--- src/rtl/output_forward_mac.sv ---
// -----------------------------------------------------------------------------
// output_forward_mac
//   Forward-pass output neuron. It takes N_HIDDEN (hidden_val, weight) pairs
//   over a valid/ready handshake, forms each unsigned product, and adds it into a
//   saturating accumulator. At the end of a pass it publishes the registered sum
//   on final_o, together with a one-cycle done_o pulse.
//
//   Optional feature macro: OUTPUT_BIAS_EN
//     defined   : adds port bias_i. The accumulator starts from the zero-extended
//                 bias_i value sampled on the start_i cycle.
//     undefined : there is no bias_i port and the accumulator starts from zero.
//
// Ports
//   clk_i         in   1          clock; all state changes on the rising edge
//   rst_i         in   1          asynchronous reset, active-high
//   clear_i       in   1          synchronous clear: return to idle, zero final_o
//   start_i       in   1          begin a pass (only honoured while idle)
//   hid_valid_i   in   1          hidden_val_i / w_i pair is valid
//   hid_ready_o   out  1          pair is accepted this cycle (accumulating)
//   hidden_val_i  in   HID_W      hidden neuron activation (unsigned)
//   w_i           in   W_W        matching output weight (unsigned)
//   bias_i        in   W_W        initial accumulator value (OUTPUT_BIAS_EN only)
//   idx_o         out  IDX_W      index of the pair expected next
//   busy_o        out  1          high while accumulating
//   done_o        out  1          one-cycle pulse; final_o holds the new sum
//   final_o       out  ACC_W      registered neuron sum
//   ovf_o         out  1          sticky for each pass: saturation occurred
// -----------------------------------------------------------------------------
module output_forward_mac #(
  parameter int N_HIDDEN = 4,
  parameter int HID_W    = 10,
  parameter int W_W      = 8,
  parameter int ACC_W    = 23,
  localparam int IDX_W   = (N_HIDDEN > 1) ? $clog2(N_HIDDEN) : 1
) (
  input  logic             clk_i,
  input  logic             rst_i,
  input  logic             clear_i,
  input  logic             start_i,
  input  logic             hid_valid_i,
  output logic             hid_ready_o,
  input  logic [HID_W-1:0] hidden_val_i,
  input  logic [W_W-1:0]   w_i,
`ifdef OUTPUT_BIAS_EN
  input  logic [W_W-1:0]   bias_i,
`endif
  output logic [IDX_W-1:0] idx_o,
  output logic             busy_o,
  output logic             done_o,
  output logic [ACC_W-1:0] final_o,
  output logic             ovf_o
);

  localparam int PROD_W = HID_W + W_W;
  localparam logic [IDX_W-1:0] LAST_IDX = IDX_W'(N_HIDDEN - 1);

  typedef enum logic [1:0] {
    ST_IDLE  = 2'd0,
    ST_ACCUM = 2'd1,
    ST_DONE  = 2'd2
  } state_t;

  // Adds the product to the accumulator at ACC_W+1 bits and clamps on carry-out.
  // The return value is {overflow_flag, clamped_sum}. Once the accumulator is at
  // full scale, any non-zero product carries out again, so saturation persists.
  function automatic logic [ACC_W:0] sat_add(input logic [ACC_W-1:0] acc,
                                             input logic [PROD_W-1:0] prod);
    logic [ACC_W:0] sum;
    sum = {1'b0, acc} + {{(ACC_W + 1 - PROD_W){1'b0}}, prod};
    if (sum[ACC_W]) begin
      sat_add = {1'b1, {ACC_W{1'b1}}};
    end else begin
      sat_add = sum;
    end
  endfunction

  state_t             state_r;
  state_t             state_nxt_s;
  logic [ACC_W-1:0]   acc_r;
  logic [IDX_W-1:0]   idx_r;
  logic [ACC_W-1:0]   final_r;
  logic               done_r;
  logic               ovf_r;

  logic               ready_s;
  logic               busy_s;
  logic               xfer_s;
  logic               last_s;
  logic [PROD_W-1:0]  prod_s;
  logic [ACC_W:0]     sat_s;
  logic [ACC_W-1:0]   init_s;

  assign xfer_s = hid_valid_i && ready_s;
  assign last_s = (idx_r == LAST_IDX);
  assign prod_s = PROD_W'(hidden_val_i) * PROD_W'(w_i);
  assign sat_s  = sat_add(acc_r, prod_s);

`ifdef OUTPUT_BIAS_EN
  assign init_s = {{(ACC_W - W_W){1'b0}}, bias_i};
`else
  assign init_s = {ACC_W{1'b0}};
`endif

  // FSM state register.
  always_ff @(posedge clk_i or posedge rst_i) begin
    if (rst_i) begin
      state_r <= ST_IDLE;
    end else begin
      state_r <= state_nxt_s;
    end
  end

  // FSM next-state logic; clear_i overrides both start_i and a pending transfer.
  always_comb begin
    state_nxt_s = state_r;
    if (clear_i) begin
      state_nxt_s = ST_IDLE;
    end else begin
      case (state_r)
        ST_IDLE: begin
          if (start_i) begin
            state_nxt_s = ST_ACCUM;
          end else begin
            state_nxt_s = ST_IDLE;
          end
        end
        ST_ACCUM: begin
          if (xfer_s && last_s) begin
            state_nxt_s = ST_DONE;
          end else begin
            state_nxt_s = ST_ACCUM;
          end
        end
        ST_DONE: begin
          state_nxt_s = ST_IDLE;
        end
        default: begin
          state_nxt_s = ST_IDLE;
        end
      endcase
    end
  end

  // FSM output decode: the handshake is open only while accumulating.
  always_comb begin
    ready_s = 1'b0;
    busy_s  = 1'b0;
    case (state_r)
      ST_ACCUM: begin
        ready_s = 1'b1;
        busy_s  = 1'b1;
      end
      ST_IDLE, ST_DONE: begin
        ready_s = 1'b0;
        busy_s  = 1'b0;
      end
      default: begin
        ready_s = 1'b0;
        busy_s  = 1'b0;
      end
    endcase
  end

  // Datapath: accumulator, pair index, published result, done pulse, and sticky overflow.
  // final_o and done_o are loaded on the last transfer edge. As a result, the done_o
  // cycle already shows the new sum to the consumer.
  always_ff @(posedge clk_i or posedge rst_i) begin
    if (rst_i) begin
      acc_r   <= {ACC_W{1'b0}};
      idx_r   <= {IDX_W{1'b0}};
      final_r <= {ACC_W{1'b0}};
      done_r  <= 1'b0;
      ovf_r   <= 1'b0;
    end else if (clear_i) begin
      acc_r   <= {ACC_W{1'b0}};
      idx_r   <= {IDX_W{1'b0}};
      final_r <= {ACC_W{1'b0}};
      done_r  <= 1'b0;
      ovf_r   <= 1'b0;
    end else begin
      done_r <= 1'b0;
      case (state_r)
        ST_IDLE: begin
          if (start_i) begin
            acc_r <= init_s;
            idx_r <= {IDX_W{1'b0}};
            ovf_r <= 1'b0;
          end
        end
        ST_ACCUM: begin
          if (xfer_s) begin
            acc_r <= sat_s[ACC_W-1:0];
            ovf_r <= ovf_r | sat_s[ACC_W];
            if (last_s) begin
              idx_r   <= {IDX_W{1'b0}};
              final_r <= sat_s[ACC_W-1:0];
              done_r  <= 1'b1;
            end else begin
              idx_r <= idx_r + IDX_W'(1);
            end
          end
        end
        ST_DONE: begin
          idx_r <= {IDX_W{1'b0}};
        end
        default: begin
          idx_r <= {IDX_W{1'b0}};
        end
      endcase
    end
  end

  assign hid_ready_o = ready_s;
  assign busy_o      = busy_s;
  assign idx_o       = idx_r;
  assign done_o      = done_r;
  assign final_o     = final_r;
  assign ovf_o       = ovf_r;

endmodule
--- config.mk ---
export PLATFORM = sky130hd
export DESIGN_NAME = output_forward_mac
export DESIGN_NICKNAME = d
export VERILOG_FILES = /design/src/rtl/output_forward_mac.sv
export SDC_FILE = /design/constraint.sdc
export NUM_CORES = 1
export LEC_CHECK = 0
export CAP_MARGIN = 20
export CORE_MARGIN = 5
export CORE_UTILIZATION = 60
export CTS_BUF_LIST = sky130_fd_sc_hd__clkbuf_2 sky130_fd_sc_hd__clkbuf_4 sky130_fd_sc_hd__clkbuf_8
export CTS_CLUSTER_DIAMETER = 50
export DETAILED_ROUTE_END_ITERATION = 16
export PLACE_DENSITY = 0.85
export SLEW_MARGIN = 10
export SYNTH_ARGS = -nofsm -noshare
export SYNTH_HDL_FRONTEND = slang
export SYNTH_SLANG_ARGS = --single-unit
--- constraint.sdc ---
create_clock -name clk_i -period 13.15 [get_ports clk_i]
set_clock_uncertainty 0.15 [all_clocks]
set_input_delay 3.945 -clock clk_i [delete_from_list [all_inputs] [get_ports clk_i]]
set_output_delay 3.945 -clock clk_i [all_outputs]
set_load 0.005 [all_outputs]
### Yosys cells after proc, flatten, opt, wreduce, memory -nomap -nowiden

Cells that the tools add are included.

* register bits: 52
* bits in latches: 0
* memory bits (writable): 0
* ROM bits: 0
* input port bits: 23
* output and inout port bits: 29
* logic and storage cells: 51
* memories: 0

* $add $sub $neg: 2
* multiply operators: 1
* divide/modulo/power cells: 0
* $lt $le $gt $ge: 0
* eq/ne operators: 4
* shifts and indexed selects: 0
* muxes and demuxes: 27
* bitwise gates (word level): 1
* reduce and logical (&&, ||, !) cells: 10

Operators with widths (count)
* 2-to-1 mux 23 bit: 7
* case mux 23 bit (2 select lines): 1
* adder 23 x 18 -> 24 bit: 1
* 2-to-1 mux 24 bit: 1
* multiplier 10 x 8 -> 18 bit: 1
* 2-to-1 mux 2 bit: 6
* 2-to-1 mux 1 bit: 9
* case mux 2 bit (2 select lines): 2
* inequality test 3 bit (second input constant): 2
* AND reduction 3 bit: 2
* nonzero test 2 bit: 3
* nonzero test 3 bit: 1
* adder 2 x 1 -> 2 bit (second input constant): 1
* == test 2 x 1 -> 1 bit (second input constant): 1
* == test 2 bit (second input constant): 1
* logical AND 1 bit: 2
* logical NOT 2 bit: 1
* case mux 1 bit (2 select lines): 1
* AND reduction 2 bit: 1
* OR 1 bit: 1

### Longest topological paths before layout

* word-level depth: 7
* mapped depth: 20

### Worst setup path after synthesis

No wires, ideal clock.

* path type: input to register
* start: in w_i[1]
* end: reg final_r[20] (netlist: final_o[20])
* setup time: 111 ps
* arrival time: 8134 ps
* data required time: 12889 ps
* path slack: 4754 ps
* stages: 17
* cell sequence: clkbuf_1 nand2_1 fa_1 inv_1 fa_1 inv_1 fa_1 fa_1 inv_1 ha_1 o211ai_1 a21o_1 a211oi_2 o21ai_2 a211oi_4 nor3_1 a2111oi_2

* word-level cells in the longest chain between the ends: 7

RTL lines
* start: declaration: RTL line 43 `input logic [W_W-1:0] w_i,`
* multiplier 10 x 8 -> 18 bit: RTL line 95 `assign prod_s = PROD_W'(hidden_val_i) * PROD_W'(w_i);`
* adder 23 x 18 -> 24 bit: RTL line 69 `sum = {1'b0, acc} + {{(ACC_W + 1 - PROD_W){1'b0}}, prod};`
* 2-to-1 mux 24 bit: RTL line 70 `if (sum[ACC_W]) begin`
* 2-to-1 mux 23 bit: RTL line 194 `if (last_s) begin`
* 2-to-1 mux 23 bit: RTL line 191 `if (xfer_s) begin`
* 2-to-1 mux 23 bit: RTL line 182 `case (state_r)`
* 2-to-1 mux 23 bit: RTL line 174 `end else if (clear_i) begin`
* end signal: assignment: RTL line 171 `final_r <= {ACC_W{1'b0}};`
* end signal: assignment: RTL line 177 `final_r <= {ACC_W{1'b0}};`
* end signal: assignment: RTL line 196 `final_r <= sat_s[ACC_W-1:0];`
* end: declaration: RTL line 81 `logic [ACC_W-1:0] final_r;`

Every way passes these cells. The select of a mux whose other input is x is not followed.
A chain may end at the register's enable or synchronous reset.

### Worst setup path in the final report

* start: in w_i[2]
* end: reg final_r[20] (netlist: final_o[20])

The elaborated chain is that of the path after synthesis.

==> metrics <==
floorplan row count=35; gr ovfl total=0; ys flop type=dfrtp_1; Post-Synthesis Net Count=752; sequential fraction of the synthesis area=22.9%; CP Max Fanout=13; Placer Congestion=0.890; via count=4,293; Hold Fails Final Rpt=0; Detailed Routing Iterations Pass 1=4; nets@finish=792; Detailed Route WL=12.1 mm; max_cap viols=0; Slew headroom=34.2%; Die H=106 µm; vias in the first global route=4,604; Critical Path Source Type=input port; worst min-delay path startpoint=acc_r[16]; cell count after synthesis=621; Yosys cell types=48; end-of-flow core utilization=68.3%; drt initial violations=244; Arr. time, crit path=9.48 ns; f_max=106 MHz; Filler cells=728; HPWL after DPL=9.83 mm; Yosys reg bits=51; Worst Tran Pin Value=0.986 ns; Syn Area/Cell=8.96 µm²; share of post-route cells with drive strength above 1=7.10%; clock-pin slew on the worst setup and hold paths=0.10 ns; Crit. End Element=flip-flop; Design Area, Final=6250 µm²; worst hold path type=flip-flop to flip-flop; Pwr Total=1.20 mW; PwrDens=192 nW/µm²; area of the die=11,300 µm²; area growth from synthesis to final layout=12.3%; core area=9150 µm²; TritonCTS Sinks=51; Placed Instances=763; Req. time, crit path=13.22 ns; VDD IR max=0.121 mV; residual DRC count=0; n_diodes=0; Tcrit/Tclk final=71.6%; Crit. Startpoint=w_i[2]; final antenna-violating net count=0; CTS H-tree lvls=2; starting density of the core=60.8%; critical path class=input port to flip-flop; Final Max Tran Viols=0; ys async rst share=100%; largest net degree at the start of global routing=52; CTS Hold Bufs=0; root buffer cell=clkbuf_8; Period minus WS final=9.41 ns; unrepaired setup endpoints after global routing=no; WL per Instance=15.7 µm; status=finished, final reports clean; mapped cell area=5570 µm²; EDFF count, synth=0; # port buffers=51; CTS tree=done; aggregate global-route resource usage=23.2%; Num CTS Buffers=5; Die Wd=106 µm; via/cell ratio=5.55; Reg-to-Reg Start=acc_r[6]; CTS Buffer Depth=2; Syn. warnings=0; fin cells=773; postcts setup bufs=0; IO Count=52; static leakage=3.06 nW; initial antenna violation count=0; global-route wire length before repair=21.7 mm; Area after DPL=6120 µm²; Setup TNS=0 ns; multi-input combinational cell area=3760 µm²; Reg area=1280 µm²; post-CTS sizing=0; final setup fails=0; latest clock arrival within the worst-skew pair=0.32 ns
-- sequential cells by signal, summed over array words and instances (netlist names) --
register  flops
acc_r        23
final_o      23
ovf_o         1
done_o        1
idx_o         2
state_r       1
-- path summary, 6_finish.rpt --
kind | to | slack [ns] | cells after the start
worst min-delay path | acc_r[16] | 0.34 | 2
worst max register to register | final_o[20] | 7.78 | 17
worst min register to register | acc_r[16] | 0.34 | 2
max in group asynchronous | acc_r[15] | 8.64 | 3
min in group asynchronous | final_o[0] | 3.71 | 2
worst max-delay path | final_o[20] | 3.74 | 18
-- layout make-up --
type	count	area share [%]
tap	111	2.22
inverter	116	6.96
sequential	51	20.4
multi-input combinational	433	60.1
timing repair buffer	54	8.79
clock buffer	5	1.10
clock inverter	3	0.440
-- logic make-up (layout without fill, tap and decap cells) --
kind of cell	after synthesis	in the layout	share of synthesized area (%)
flops	51	51	22.9
fa+ha+maj	108	108	32.9
xor+xnor	12	12	1.89
mux	7	7	1.26
simple gates	206	206	18.1
buf+inv	137	178	9.64
compound gates	100	100	13.2
-- metrics by stage --
step                      worst slack (ns)  hold slack (ns)
after floorplan                       4.75            0.300
after global placement                3.44            0.315
after detailed placement              3.27            0.321
after CTS                             3.58            0.343
after global routing                  3.42            0.375
final                                 3.74            0.338
-- report_power, final --
part           switching, mW  internal (mW)  total, mW
sequential           0.00945          0.172      0.182
combinational          0.567          0.356      0.923
clock                 0.0580         0.0392     0.0972
-- Yosys cell counts, types with 2 or more instances --
| library cell | instances | area share (%) |
|---|---|---|
| a211oi_2 | 18 | 4.0 |
| xnor2_1 | 10 | 1.6 |
| fa_1 | 64 | 23 |
| nand3b_1 | 2 | 0.27 |
| nand2b_1 | 5 | 0.56 |
| and2_1 | 49 | 5.5 |
| clkbuf_1 | 14 | 0.94 |
| nand4_1 | 3 | 0.34 |
| buf_6 | 2 | 0.40 |
| dfrtp_1 | 51 | 23 |
| nor2_1 | 43 | 2.9 |
| buf_2 | 3 | 0.27 |
| and3_1 | 3 | 0.34 |
| and4_1 | 2 | 0.31 |
| nor3_1 | 6 | 0.54 |
| a21o_1 | 8 | 1.1 |
| xor2_1 | 2 | 0.31 |
| mux2i_1 | 7 | 1.3 |
| inv_1 | 116 | 7.8 |
| nor2b_1 | 5 | 0.56 |
| a21oi_1 | 23 | 2.1 |
| nand2_1 | 68 | 4.6 |
| a211oi_1 | 7 | 0.94 |
| a31oi_1 | 3 | 0.34 |
| nor4_1 | 2 | 0.22 |
| o21ai_0 | 28 | 2.5 |
| nand3_1 | 5 | 0.45 |
| nor2_2 | 9 | 1.0 |
| ha_1 | 44 | 9.9 |
-- placed cells by master, fill, tap and decap left out, types with 2 or more instances in the layout --
cell type and n:
inv_1 115, nand2_1 68, fa_1 64, dfrtp_1 51, clkdlybuf4s50_1 51, and2_1 49
ha_1 44, nor2_1 42, o21ai_0 28, a21oi_1 23, a211oi_2 18, xnor2_1 10
nor2_2 10, a21o_1 8, a211oi_1 7, mux2i_1 7, nor3_1 6, nand2b_1 5
nor2b_1 5, nand3_1 5, clkbuf_8 5, nand4_1 3, a31oi_1 3, and3_2 2
and4_1 2, xor2_1 2, nand3b_1 2, and3_1 2, nor4_1 2
-- routing by layer --
| metal | share of wire [%] | track usage (%) | vias to the layer above |
|---|---|---|---|
| li1 | - | - | 2046 |
| met1 | 45 | 31.1 | 2137 |
| met2 | 51 | 40.9 | 98 |
| met3 | 3.8 | 2.98 | 12 |
| met4 | 0.93 | 4.26 | 0 |
| met5 | 0 | 0 | - |
-- worst max-delay path, cell delays in order --
cell             delay, ns
clkdlybuf4s50_1       0.67
nand2_1               0.14
fa_1                  0.55
inv_1                 0.05
fa_1                  0.50
fa_1                  0.50
inv_1                 0.06
fa_1                  0.54
inv_1                 0.04
ha_1                  0.41
o21a_1                0.16
o21ai_0               0.11
a211oi_2              0.28
o21ai_2               0.12
a211oi_4              0.71
buf_6                 0.26
nor3_1                0.07
a2111oi_2             0.34
No activity file was read; power rests on OpenSTA's default activity.
